<file path="src/rtl/arb_pkg.sv">
// Shared arbitration types and the rotate-priority search used by the round-robin arbiters.
// Purely combinational helpers; no latency, no backpressure.
package arb_pkg;

    localparam int ARB_MAX_W = 32;
    localparam int ARB_IDX_W = 5;

    typedef enum logic [0:0] {
        IDLE = 1'b0,
        HOLD = 1'b1
    } arb_state_t;

    typedef struct packed {
        logic                 vld;
        logic [ARB_IDX_W-1:0] idx;
    } pick_t;

    // First set bit of req[width-1:0] searching ptr, ptr+1, ... with wrap; ptr must be < width.
    function automatic pick_t rr_pick(input logic [ARB_MAX_W-1:0] req,
                                      input int unsigned width,
                                      input int unsigned ptr);
        pick_t       res;
        int unsigned j;
        res = '0;
        for (int unsigned i = 0; i < ARB_MAX_W; i++) begin
            j = ptr + i;
            if (j >= width) j = j - width;
            if (i < width && !res.vld && req[j[ARB_IDX_W-1:0]]) begin
                res.vld = 1'b1;
                res.idx = j[ARB_IDX_W-1:0];
            end
        end
        return res;
    endfunction

endpackage

</file>
<file path="src/rtl/rr_priority_pick.sv">
// Rotate-priority search over REQ_WIDTH request bits starting at ptr.
// Combinational, zero latency; no backpressure.
module rr_priority_pick
    import arb_pkg::*;
#(
    parameter int REQ_WIDTH = 8
) (
    input  logic [REQ_WIDTH-1:0]         req,
    input  logic [$clog2(REQ_WIDTH)-1:0] ptr,
    output logic [REQ_WIDTH-1:0]         onehot,
    output logic [$clog2(REQ_WIDTH)-1:0] idx,
    output logic                         vld
);

    localparam int IDX_W = $clog2(REQ_WIDTH);

    logic [ARB_MAX_W-1:0] req_ext;
    pick_t                pick;

    assign req_ext = ARB_MAX_W'(req);
    assign pick    = rr_pick(req_ext, REQ_WIDTH, 32'(ptr));
    assign vld     = pick.vld;
    assign idx     = IDX_W'(pick.idx);
    assign onehot  = pick.vld ? (REQ_WIDTH'(1) << idx) : '0;

endmodule

</file>
<file path="src/rtl/rr_hold_arbiter.sv">
// Round-robin arbiter with multi-cycle ownership and MAX_HOLD preemption under contention.
// Grant registered one cycle after req; owner holds until done/req drop, handoff is bubble-free.
module rr_hold_arbiter
    import arb_pkg::*;
#(
    parameter int REQ_WIDTH = 8,
    parameter int MAX_HOLD  = 16
) (
    input  logic                         clk,
    input  logic                         reset,
    input  logic [REQ_WIDTH-1:0]         req,
    input  logic [REQ_WIDTH-1:0]         done,
    output logic [REQ_WIDTH-1:0]         gnt,
    output logic [$clog2(REQ_WIDTH)-1:0] gnt_id,
    output logic                         busy,
    output logic                         preempt
);

    localparam int IDX_W     = $clog2(REQ_WIDTH);
    localparam int CNT_W     = (MAX_HOLD < 1) ? 1 : $clog2(MAX_HOLD + 1);
    localparam int CNT_MAX_I = (MAX_HOLD < 1) ? 0 : MAX_HOLD - 1;
    localparam logic [CNT_W-1:0] CNT_MAX = CNT_W'(CNT_MAX_I);

    arb_state_t           state;
    logic [IDX_W-1:0]     ptr;
    logic [CNT_W-1:0]     hold_cnt;

    logic                 own_req;
    logic                 own_done;
    logic [REQ_WIDTH-1:0] others;
    logic                 release_req;
    logic                 expire;
    logic [IDX_W-1:0]     ptr_after;
    logic [REQ_WIDTH-1:0] pick_req;
    logic [IDX_W-1:0]     pick_ptr;
    logic [REQ_WIDTH-1:0] pick_onehot;
    logic [IDX_W-1:0]     pick_idx;
    logic                 pick_vld;

    assign own_req     = req[gnt_id];
    assign own_done    = done[gnt_id];
    assign others      = req & ~gnt;
    assign release_req = (state == HOLD) && (own_done || !own_req);
    // Expiry only matters if someone else is waiting; a normal release takes precedence.
    assign expire      = (state == HOLD) && (MAX_HOLD != 0) && (hold_cnt == CNT_MAX)
                         && !release_req && (|others);
    assign ptr_after   = (gnt_id == IDX_W'(REQ_WIDTH - 1)) ? '0 : gnt_id + 1'b1;

    // In HOLD the search excludes the outgoing owner so it ends up last in priority.
    assign pick_req    = (state == HOLD) ? others : req;
    assign pick_ptr    = (state == HOLD) ? ptr_after : ptr;

    rr_priority_pick #(
        .REQ_WIDTH(REQ_WIDTH)
    ) u_pick (
        .req   (pick_req),
        .ptr   (pick_ptr),
        .onehot(pick_onehot),
        .idx   (pick_idx),
        .vld   (pick_vld)
    );

    assign busy = |gnt;

    always_ff @(posedge clk or posedge reset) begin
        if (reset) begin
            state    <= IDLE;
            ptr      <= '0;
            hold_cnt <= '0;
            gnt      <= '0;
            gnt_id   <= '0;
            preempt  <= 1'b0;
        end else begin
            case (state)
                IDLE: begin
                    preempt <= 1'b0;
                    if (pick_vld) begin
                        gnt      <= pick_onehot;
                        gnt_id   <= pick_idx;
                        hold_cnt <= '0;
                        state    <= HOLD;
                    end
                end
                HOLD: begin
                    if (release_req || expire) begin
                        ptr     <= ptr_after;
                        preempt <= expire;
                        if (pick_vld) begin
                            gnt      <= pick_onehot;
                            gnt_id   <= pick_idx;
                            hold_cnt <= '0;
                        end else begin
                            gnt   <= '0;
                            state <= IDLE;
                        end
                    end else begin
                        preempt <= 1'b0;
                        if (hold_cnt != CNT_MAX) hold_cnt <= hold_cnt + 1'b1;
                    end
                end
                default: state <= IDLE;
            endcase
        end
    end

endmodule
</file>
<file path="config.mk">
export PLATFORM = sky130hd
export DESIGN_NAME = rr_hold_arbiter
export DESIGN_NICKNAME = d
export VERILOG_FILES = /design/src/rtl/arb_pkg.sv /design/src/rtl/rr_priority_pick.sv /design/src/rtl/rr_hold_arbiter.sv
export SDC_FILE = /design/constraint.sdc
export NUM_CORES = 1
export LEC_CHECK = 0
export CORE_MARGIN = 2
export CORE_UTILIZATION = 35
export DETAILED_ROUTE_END_ITERATION = 10
export GPL_TIMING_DRIVEN = 1
export MAX_ROUTING_LAYER = met4
export PLACE_DENSITY_LB_ADDON = 0.1
export SLEW_MARGIN = 15
export SYNTH_ARGS = -nofsm -noshare
export SYNTH_HDL_FRONTEND = slang
export SYNTH_SLANG_ARGS = --single-unit
</file>
<file path="constraint.sdc">
create_clock -name clk -period 4.2 [get_ports clk]
set_clock_uncertainty 0.05 [all_clocks]
set_input_delay 0.84 -clock clk [delete_from_list [all_inputs] [get_ports clk]]
set_output_delay 0.84 -clock clk [all_outputs]
set_load 0.01 [all_outputs]
</file>
==> impl_metrics.tcl <==
set metrics [dict create \
    status "completed" \
    cts_buffers 3 \
    setup_tns_ps 0 \
    die_w_um 82.9 \
    cts.sinks 21 \
    antenna_found_initial 0 \
    relSlewSlack 0.428 \
    area_delta_synth_final_pct 25.7 \
    core_um2 5960 \
    clk_pin_slew_ps 90 \
    final_hold_viol_count 0 \
    cp_max_fo 5 \
    rsz0062_at_grt "false" \
    synth_top_area_frac 0.241 \
    route.detailed.drc 0 \
    top_layer "met4" \
    cts_tree "built" \
    ys_seq_elements 21 \
    antenna_cells 0 \
    worst_ep_arrival_time_ps 4160 \
    drive_gt1_frac 0.204 \
    critical_path.endpoint_type "flop" \
    viasPerCell 5.76 \
    required_ps 4310 \
    syn-num-nets 263 \
    ant_nets 0 \
    grt_pass1_vias 2012 \
    worstMarginPinSlew_ps 858 \
    yosysSeqAreaShare 0.241 \
    dieArea_um2 6870 \
    clockBufferDepth 2 \
    firstDrtPassIters 4 \
    max_freq_mhz 247 \
    critical_path_class "flop to flop" \
    cts_root_buffer "clkbuf_8" \
    synth_warnings 0 \
    grt_remaining_overflow 0 \
    synthCells 235 \
    yosysTopAreaCell "dfrtp_1" \
    fill_cells 590 \
    wl_per_cell_um 18.0 \
    grt_usage 0.190 \
    num_vias 2044 \
    drt_iter0_markers 133 \
    syn_avg_cell_area_um2 9.27 \
    async_flop_share 1.00 \
    maxCapViolCount 0 \
    clk_latency_ps 270 \
    start_util 0.366 \
    synth-edff-count 0 \
    h-tree-depth 1 \
    post-route-min-period_ps 4050 \
    layout_commonest_cell "clkdlybuf4s50_1" \
    finalSetupViolations 0 \
    nets 309 \
    gp_congestion 0.865 \
    final_cell_mix "30 x clkdlybuf4s50_1, 21 x dfrtp_1, 20 x buf_4" \
    ios 31 \
    port_buffers 30 \
    die_h_um 82.9 \
    wirelength_mm 6.40 \
    cts.hold.buffers_added 0 \
    grt_pass1_wl_mm 10.4 \
    synthTopCellsByArea "dfrtp_1 24%, mux2i_1 8.3%, mux4_2 6.2%" \
    fin_hold_ws_ps 432 \
    wl_met1_mm 3.25 \
    final_core_util 0.460 \
    synth.distinct_cells 63 \
    worstSetupStartpointType "flop" \
    fin_crit_sh 0.964 \
    met2_length_mm 2.95 \
    num_rows 28 \
    synthesis.area_um2 2180 \
    slew_viol_final 0 \
    grt_max_degree 22 \
    min_path_type "flop to flop" \
    yosys_most_used_dff "dfrtp_1" \
    route.met3.wl_um 168 \
    hpwl_mm 4.92 \
]
-- critical path, stage by stage, from the launching register on --
cell	delay, ps
dfrtp_1	470
ha_1	220
ha_1	290
mux2_1	360
ha_1	210
and2_1	140
inv_1	50
ha_1	210
nor2b_1	160
nor2b_2	180
a22oi_4	270
nand2_4	110
or4_4	550
a32oi_2	230
nor2_1	130
a32o_1	290
-- synth_stat cells, types with 2 or more instances --
library cell and n:
and2_1 5, buf_2 3, o31ai_1 2, nand2b_1 8, nor4_1 3, dfrtp_1 21, o221ai_1 2, a21oi_1 4
o21ai_0 14, a211oi_1 4, mux2i_1 18, o22ai_1 5, a32o_1 8, a211o_1 3, ha_1 10, a21boi_0 8
buf_1 2, clkbuf_1 2, nor2b_1 4, nand3_1 10, or2_2 2, nor2_1 5, a22o_1 3, o21a_1 2
xnor2_1 2, mux4_2 6, nor3_1 5, a21o_1 2, nand2_1 18, a31oi_1 2, mux2_2 9, inv_1 12
-- registers in the layout, indices dropped and copies added (netlist names) --
register  count
hold_cnt      5
gnt_id        3
gnt           8
preempt       1
state         1
ptr           3
-- metrics by stage --
| stage | cells | instance area (µm²) | worst slack (ps) |
|---|---|---|---|
| after floorplan | 235 | 2180 | 276 |
| after global placement | 351 | 2670 | 154 |
| after detailed placement | 351 | 2670 | 165 |
| after CTS | 355 | 2720 | 133 |
| after global routing | 355 | 2740 | 3.10 |
| final | 355 | 2740 | 149 |
-- logic make-up after synthesis --
family / Yosys count / share of synthesized area
AND/OR/NAND/NOR: 71 / 0.184
buffers and inverters: 24 / 0.0494
AO/OA/AOI/OAI: 73 / 0.264
multiplexers: 34 / 0.196
XOR/XNOR: 2 / 0.00804
adder cells (fa/ha/maj): 10 / 0.0574
flip-flops: 21 / 0.241
-- timing repair --
action,in CTS,in global routing
buffers inserted,0,0
resized for setup,0,4
endpoints found under the setup margin,0,7
-- worst paths after layout --
kind	slack [ps]	end	startpoint	depth (start not counted)
worst max-delay path	150	gnt[6]	gnt_id[1]	15
worst min-delay path	430	hold_cnt[3]	hold_cnt[3]	1
worst max register to register	150	gnt[6]	gnt_id[1]	15
worst min register to register	430	hold_cnt[3]	hold_cnt[3]	1
max in group asynchronous	2580	gnt[7]	reset	2
min in group asynchronous	990	ptr[2]	reset	2
-- metal layers --
layer  GRT usage  up-vias
met5           -        -
met1       0.279      999
met3      0.0258        4
met2       0.287       44
met4      0.0238        0
li1            -      997
-- layout make-up --
cell class                      instances  area (µm²)  area share
Inverter                               15        58.8      0.0215
Clock inverter                          1        7.51     0.00274
Clock buffer                            3        41.3      0.0151
Tap cell                               75        93.8      0.0343
Sequential cell                        21         526       0.192
Multi-Input combinational cell        190        1560       0.570
Timing Repair Buffer                   50         450       0.164
Power is not shown: default switching activity piles up to over one toggle a cycle in this logic, so the estimate is an artifact.
